[src/rtl/static_control_loader.sv]
// Static-control scan loader: shifts a captured config word MSB-first on
// sclk/sdata, strobes slatch to commit it, and mirrors the result on shadow.
module static_control_loader #(
  parameter int WIDTH   = 32,
  parameter int CLK_DIV = 4
) (
  input  logic             clk,
  input  logic             rst_n,
  input  logic [WIDTH-1:0] cfg_data,
  input  logic             load_trigger,
  input  logic             abort,
  output logic             sclk,
  output logic             sdata,
  output logic             slatch,
  output logic             busy,
  output logic             done,
  output logic             overrun,
  output logic [WIDTH-1:0] shadow
);

  localparam int CW = $clog2(CLK_DIV + 1);
  localparam int IW = $clog2(WIDTH);

  localparam logic [2:0] IDLE     = 3'd0;
  localparam logic [2:0] SHIFT_LO = 3'd1;
  localparam logic [2:0] SHIFT_HI = 3'd2;
  localparam logic [2:0] LATCH    = 3'd3;
  localparam logic [2:0] DONE     = 3'd4;

  localparam logic [CW-1:0] CNT_LAST = CW'(CLK_DIV - 1);
  localparam logic [IW-1:0] IDX_MSB  = IW'(WIDTH - 1);

  logic [2:0]       state_q, state_d;
  logic [CW-1:0]    cnt_q, cnt_d;
  logic [IW-1:0]    idx_q, idx_d;
  logic [WIDTH-1:0] shift_q, shift_d;
  logic [WIDTH-1:0] shadow_q, shadow_d;
  logic             ovr_q, ovr_d;
  logic             tick;
  logic             timed;
  logic             shifting;

  assign timed    = (state_q == SHIFT_LO) ||
                    (state_q == SHIFT_HI) ||
                    (state_q == LATCH);
  assign shifting = (state_q == SHIFT_LO) ||
                    (state_q == SHIFT_HI);
  assign tick     = (cnt_q == CNT_LAST);

  // Pins decode straight from the state register so abort/reset clear them
  assign sclk    = (state_q == SHIFT_HI);
  assign sdata   = shifting & shift_q[idx_q];
  assign slatch  = (state_q == LATCH);
  assign busy    = (state_q != IDLE);
  assign done    = (state_q == DONE);
  assign overrun = ovr_q;
  assign shadow  = shadow_q;

  always_comb begin
    state_d  = state_q;
    cnt_d    = '0;
    idx_d    = idx_q;
    shift_d  = shift_q;
    shadow_d = shadow_q;
    ovr_d    = ovr_q;
    if (timed && !tick) begin
      cnt_d = cnt_q + CW'(1);
    end
    case (state_q)
      IDLE: begin
        if (load_trigger) begin
          shift_d = cfg_data;
          idx_d   = IDX_MSB;
          ovr_d   = 1'b0;
          state_d = SHIFT_LO;
        end
      end
      SHIFT_LO: begin
        if (tick) state_d = SHIFT_HI;
      end
      SHIFT_HI: begin
        if (tick) begin
          if (idx_q == '0) begin
            state_d = LATCH;
          end else begin
            idx_d   = idx_q - IW'(1);
            state_d = SHIFT_LO;
          end
        end
      end
      LATCH: begin
        if (tick) begin
          shadow_d = shift_q;
          state_d  = DONE;
        end
      end
      DONE:    state_d = IDLE;
      default: state_d = IDLE;
    endcase
    if (busy && load_trigger) begin
      ovr_d = 1'b1;
    end
    // A commit already reported in DONE is allowed to finish
    if (abort && timed) begin
      state_d  = IDLE;
      cnt_d    = '0;
      shadow_d = shadow_q;
    end
  end

  always_ff @(posedge clk or negedge rst_n) begin
    if (!rst_n) begin
      state_q  <= IDLE;
      cnt_q    <= '0;
      idx_q    <= '0;
      shift_q  <= '0;
      shadow_q <= '0;
      ovr_q    <= 1'b0;
    end else begin
      state_q  <= state_d;
      cnt_q    <= cnt_d;
      idx_q    <= idx_d;
      shift_q  <= shift_d;
      shadow_q <= shadow_d;
      ovr_q    <= ovr_d;
    end
  end

endmodule

[config.mk]
export PLATFORM = sky130hd
export DESIGN_NAME = static_control_loader
export DESIGN_NICKNAME = d
export VERILOG_FILES = /design/src/rtl/static_control_loader.sv
export SDC_FILE = /design/constraint.sdc
export NUM_CORES = 1
export LEC_CHECK = 0
export CORE_ASPECT_RATIO = 0.75
export CORE_UTILIZATION = 35
export CTS_CLUSTER_DIAMETER = 150
export DETAILED_ROUTE_END_ITERATION = 8
export PLACE_DENSITY = 0.68
export SLEW_MARGIN = 20
export SYNTH_ARGS = -nofsm -noshare
export SYNTH_HDL_FRONTEND = slang
export SYNTH_SLANG_ARGS = --single-unit
[constraint.sdc]
create_clock -name clk -period 5.17 [get_ports clk]
set_input_delay 0.517 -clock clk [delete_from_list [all_inputs] [get_ports clk]]
set_output_delay 0.517 -clock clk [all_outputs]
set_load 0.05 [all_outputs]
# After elaboration in Yosys (flattened, before gate mapping)
# Cells that the tools add are included.
# totals
ff_bits,76
out_inout_bits,38
wordCells,58
# classes
addsub,2
order_cmp,1
eq_ne,12
muxes,18
bitwise,2
n_reduce_logical,17
# ops
operator,count
2-to-1 mux 3 bit,7
2-to-1 mux 5 bit,3
one-hot mux 3 bit (4 select lines),1
one-hot mux 5 bit (2 select lines),1
"equality test 3 x 2 -> 1 bit, second input constant",3
AND reduction 4 bit,2
"< comparator 5 x 6 -> 1 bit, second input constant",1
"inequality test 3 x 1 -> 1 bit, second input constant",2
nonzero test 2 bit,3
binary-select mux 1 bit (select 5 bit),1
zero test 5 bit,1
"subtractor 5 x 1 -> 5 bit, second input constant",1
2-to-1 mux 1 bit,4
"inequality test 2 bit, second input constant",2
AND reduction 2 bit,2
"adder 3 x 1 -> 3 bit, second input constant",1
"equality test 3 x 1 -> 1 bit, second input constant",1
"equality test 3 bit, second input constant",1
logical AND 1 bit,3
zero test 3 bit,1
"inequality test 3 x 2 -> 1 bit, second input constant",1
"inequality test 3 bit, second input constant",1
AND reduction 3 bit,1
nonzero test 3 bit,1
6 further kinds,7

# Depth between registers and ports, before layout
# logic_depth
word_depth,6
ltp_mapped,8
depth_no_buf,7

# Least setup slack after synthesis
# Ideal clock, no wire load.
# synth_timing
kind,reg2out
startpoint,register idx_q[0]
endpoint,output sdata
arrival_ns,1.643
required_time_ns,4.653
setup_slack_ns,3.010
path_stages_with_launch,6
path_buffers,1
path_cell_list,dfrtp_1 > buf_2 > mux4_2 > o221ai_1 > o21ai_1 > o311a_1
# synth_between
elab_chain_len,3
# synth_lines
element,line_no,source
"start, declared",35,"logic [IW-1:0] idx_q, idx_d;"
"start signal, assigned",122,idx_q <= idx_d;
binary-select mux 1 bit (select 5 bit),52,assign sdata = shifting & shift_q[idx_q];
2-to-1 mux 1 bit (implied by the code),52,
AND 1 bit,52,
"end, declared",13,"output logic sdata,"
# No other way between the ends. The select of a mux whose other input is x is not followed.

# Worst setup path in the final report
# layout_timing
startpoint,register idx_q[2]
endpoint,output sdata
# Same word-level chain as after synthesis.

==> results.py <==
metrics = {
    "status": {
        "status": "finished clean",
    },
    "critical_path": {
        "r2r_setup_slack_ps": 2790,
        "cpPeakStageDelay_ps": 810,
        "end_kind": "primary output",
        "cp.arrival_ps": 2800,
        "cp_top_family": "buffers and inverters",
        "worstPathCellList": "mux2i_1 > nand3_1 > nand4_1 > a311oi_1 > o311a_1 > clkdlybuf4s50_1",
        "r2r_cells": 4,
        "cp_slowest_cell": "clkdlybuf4s50_1",
        "worstSetupPathType": "reg -> out",
        "r2r-end": "shadow[26]",
        "regToRegStartpoint": "state_q[1]",
        "worstPathRequired_ps": 4650,
        "critPathLaunchType": "register",
        "worstPathBufferInverterCount": 1,
        "critPathMaxFanout": 16,
    },
    "detailed_routing": {
        "wire_per_inst_microns": 15.8,
        "routed_wl_microns": 6930,
        "drtAntennaViolNets": 0,
        "drt_iter0_drc": 74,
        "vias_per_cell": 4.79,
        "route.vias.total": 2102,
        "drtPass1Iterations": 4,
        "drc_errors": 0,
    },
    "placement": {
        "dp_slack_ps": 2210,
        "place_congestion": 0.788,
        "dpl_cell_area_sq_mm": 0.00414,
        "buffer_ports.inserted": 73,
        "dp_hpwl_microns": 4670,
    },
    "clock_network": {
        "cts_root_buf": "clkbuf_16",
        "post_cts_buffers": 0,
        "htreeDepth": 3,
        "ctsResizeCount": 0,
        "cts.sinks": 76,
        "cts_tree": "built",
        "worstSkewPairLatency_ps": 330,
        "cts_buffer_depth": 2,
        "clk_pin_slew_worst_paths_ps": 60,
        "numCtsBuffers": 9,
        "hold_buffers": 0,
    },
    "grt": {
        "grt.overflow.total": 0,
        "grt_max_degree": 77,
        "grt_pass1_vias": 2173,
        "track_usage": 0.159,
        "antenna_found_initial": 0,
        "grt_pass1_wl_microns": 11700,
    },
    "synthesis": {
        "synth-edff-count": 0,
        "ys_seq_elements": 76,
        "yosysWarnings": 0,
        "synthFlopType": "dfrtp_1",
        "async_flop_share": 1.00,
        "syn_area_sq_mm": 0.00334,
        "ys_types": 38,
        "synthCells": 234,
        "synth_seq_area_share": 0.569,
        "synth_nets": 273,
        "synth_area_per_cell_sq_um": 14.3,
    },
    "layout": {
        "fin_area_sq_mm": 0.00442,
        "syn_to_final_growth_pct": 32.4,
        "final_common_cell": "dfrtp_1",
        "layout_common_cells": "dfrtp_1, clkdlybuf4s50_1, mux2_2",
        "finish.utilization": 0.483,
        "drive_gt1_frac": 0.215,
        "ff_latch_area_sq_mm": 0.00190,
        "nets": 346,
        "multiInputGateArea_sq_mm": 0.00132,
        "num_antenna_cells": 0,
        "fill_cells": 848,
    },
    "floorplanning": {
        "initial_core_util": 0.365,
        "fp.dieW_microns": 115,
        "die_area_sq_mm": 0.00994,
        "die_y_microns": 86.6,
        "core_area_sq_mm": 0.00916,
        "rows": 30,
        "ios": 74,
    },
    "sta": {
        "maxSlewHeadroom": 0.359,
        "setup_viol": 0,
        "worstMarginPinSlew_ps": 961,
        "worst_slack_ps": 1850,
        "fin_skew_ps": 6.36,
        "rsz0062_at_grt": "false",
        "drv_slew": 0,
        "finalCritPeriodShare": 0.641,
        "fin_crit_ps": 3320,
        "fmax_ghz": 0.302,
        "final_hold_viol_count": 0,
        "fin_setup_tns_ps": 0,
    },
    "power": {
        "power_leakage_nw": 1.95,
        "irDropWorstVdd_uv": 154,
        "power_density_mw_per_mm2": 328,
    },
    "min_path": {
        "hold_path.class": "in -> async",
    },
    "job": {
        "maxCapViolations": 0,
    },
}
-- layout make-up --
class / count / share of cell area
tap: 128 / 0.0362
timing repair buffer: 75 / 0.173
clock inverter: 6 / 0.00735
inverter: 6 / 0.00509
sequential: 76 / 0.430
clock buffer: 9 / 0.0509
multi-input combinational: 139 / 0.298
-- power by group --
group / total (W) / internal [W] / switching [W]
combinational: 0.000187 / 0.000107 / 0.0000803
sequential: 0.000716 / 0.000660 / 0.0000562
clock: 0.000548 / 0.000317 / 0.000231
-- synth_stat cells (2+ instances only) --
cell,instances,share of area
buf_4,3,0.0067
mux2i_1,4,0.012
nand2_1,2,0.0022
buf_6,4,0.013
ha_1,3,0.011
nand2b_1,3,0.0056
buf_2,6,0.0090
and2_1,3,0.0056
nor3_1,2,0.0030
nor2_1,19,0.021
mux2_2,36,0.12
dfrtp_1,76,0.57
mux2_1,28,0.094
a21o_1,3,0.0067
nand3_1,5,0.0075
inv_1,6,0.0067
mux4_2,6,0.040
a21oi_1,5,0.0075
-- cells by family (layout without fill, tap and decap cells) --
logic type / count (synthesis) / after routing / share of synthesized area
AO/OA/AOI/OAI: 17 / 17 / 0.0375
XOR/XNOR: 1 / 1 / 0.00262
adder cells (fa/ha/maj): 3 / 3 / 0.0112
buffers and inverters: 19 / 96 / 0.0360
flip-flops: 76 / 76 / 0.569
multiplexers: 74 / 74 / 0.268
AND/OR/NAND/NOR: 44 / 44 / 0.0753
-- layer usage --
metal,track usage,vias up,share of wire
li1,-,981,-
met1,0.222,1060,0.49
met2,0.224,54,0.44
met3,0.0608,7,0.062
met4,0.0567,0,0.011
met5,0,-,0
-- worst register-to-register path, stage by stage (launching register included) --
cell      delay, ps
dfrtp_1         630
nand2b_1        210
nor3_4          620
buf_4           420
mux2_2          380
-- through the flow --
stage | power, W | hold slack (ps) | std cells
6_report | 0.00145 | 341 | 439
5_1_grt | 0.00153 | 420 | 439
4_1_cts | 0.00147 | 380 | 438
3_5_place_dp | 0.000912 | 423 | 423
3_3_place_gp | 0.000909 | 421 | 423
2_1_floorplan | 0.000828 | 221 | 234
-- state kept, by name, summed over array words and instances (netlist names) --
signal,flops
cnt_q,3
idx_q,5
overrun,1
shadow,32
shift_q,32
state_q,3
-- worst max-delay path by stage --
stage	start	to	slack, ps	cells after the start
3_5_place_dp	idx_q[2]	sdata	2210	6
5_1_grt	idx_q[2]	sdata	1660	6
6_report	idx_q[2]	sdata	1850	6
2_1_floorplan	idx_q[0]	sdata	3010	5
3_3_place_gp	idx_q[0]	sdata	2290	5
4_1_cts	idx_q[2]	sdata	1840	6
(Power assumes the default switching activity.)
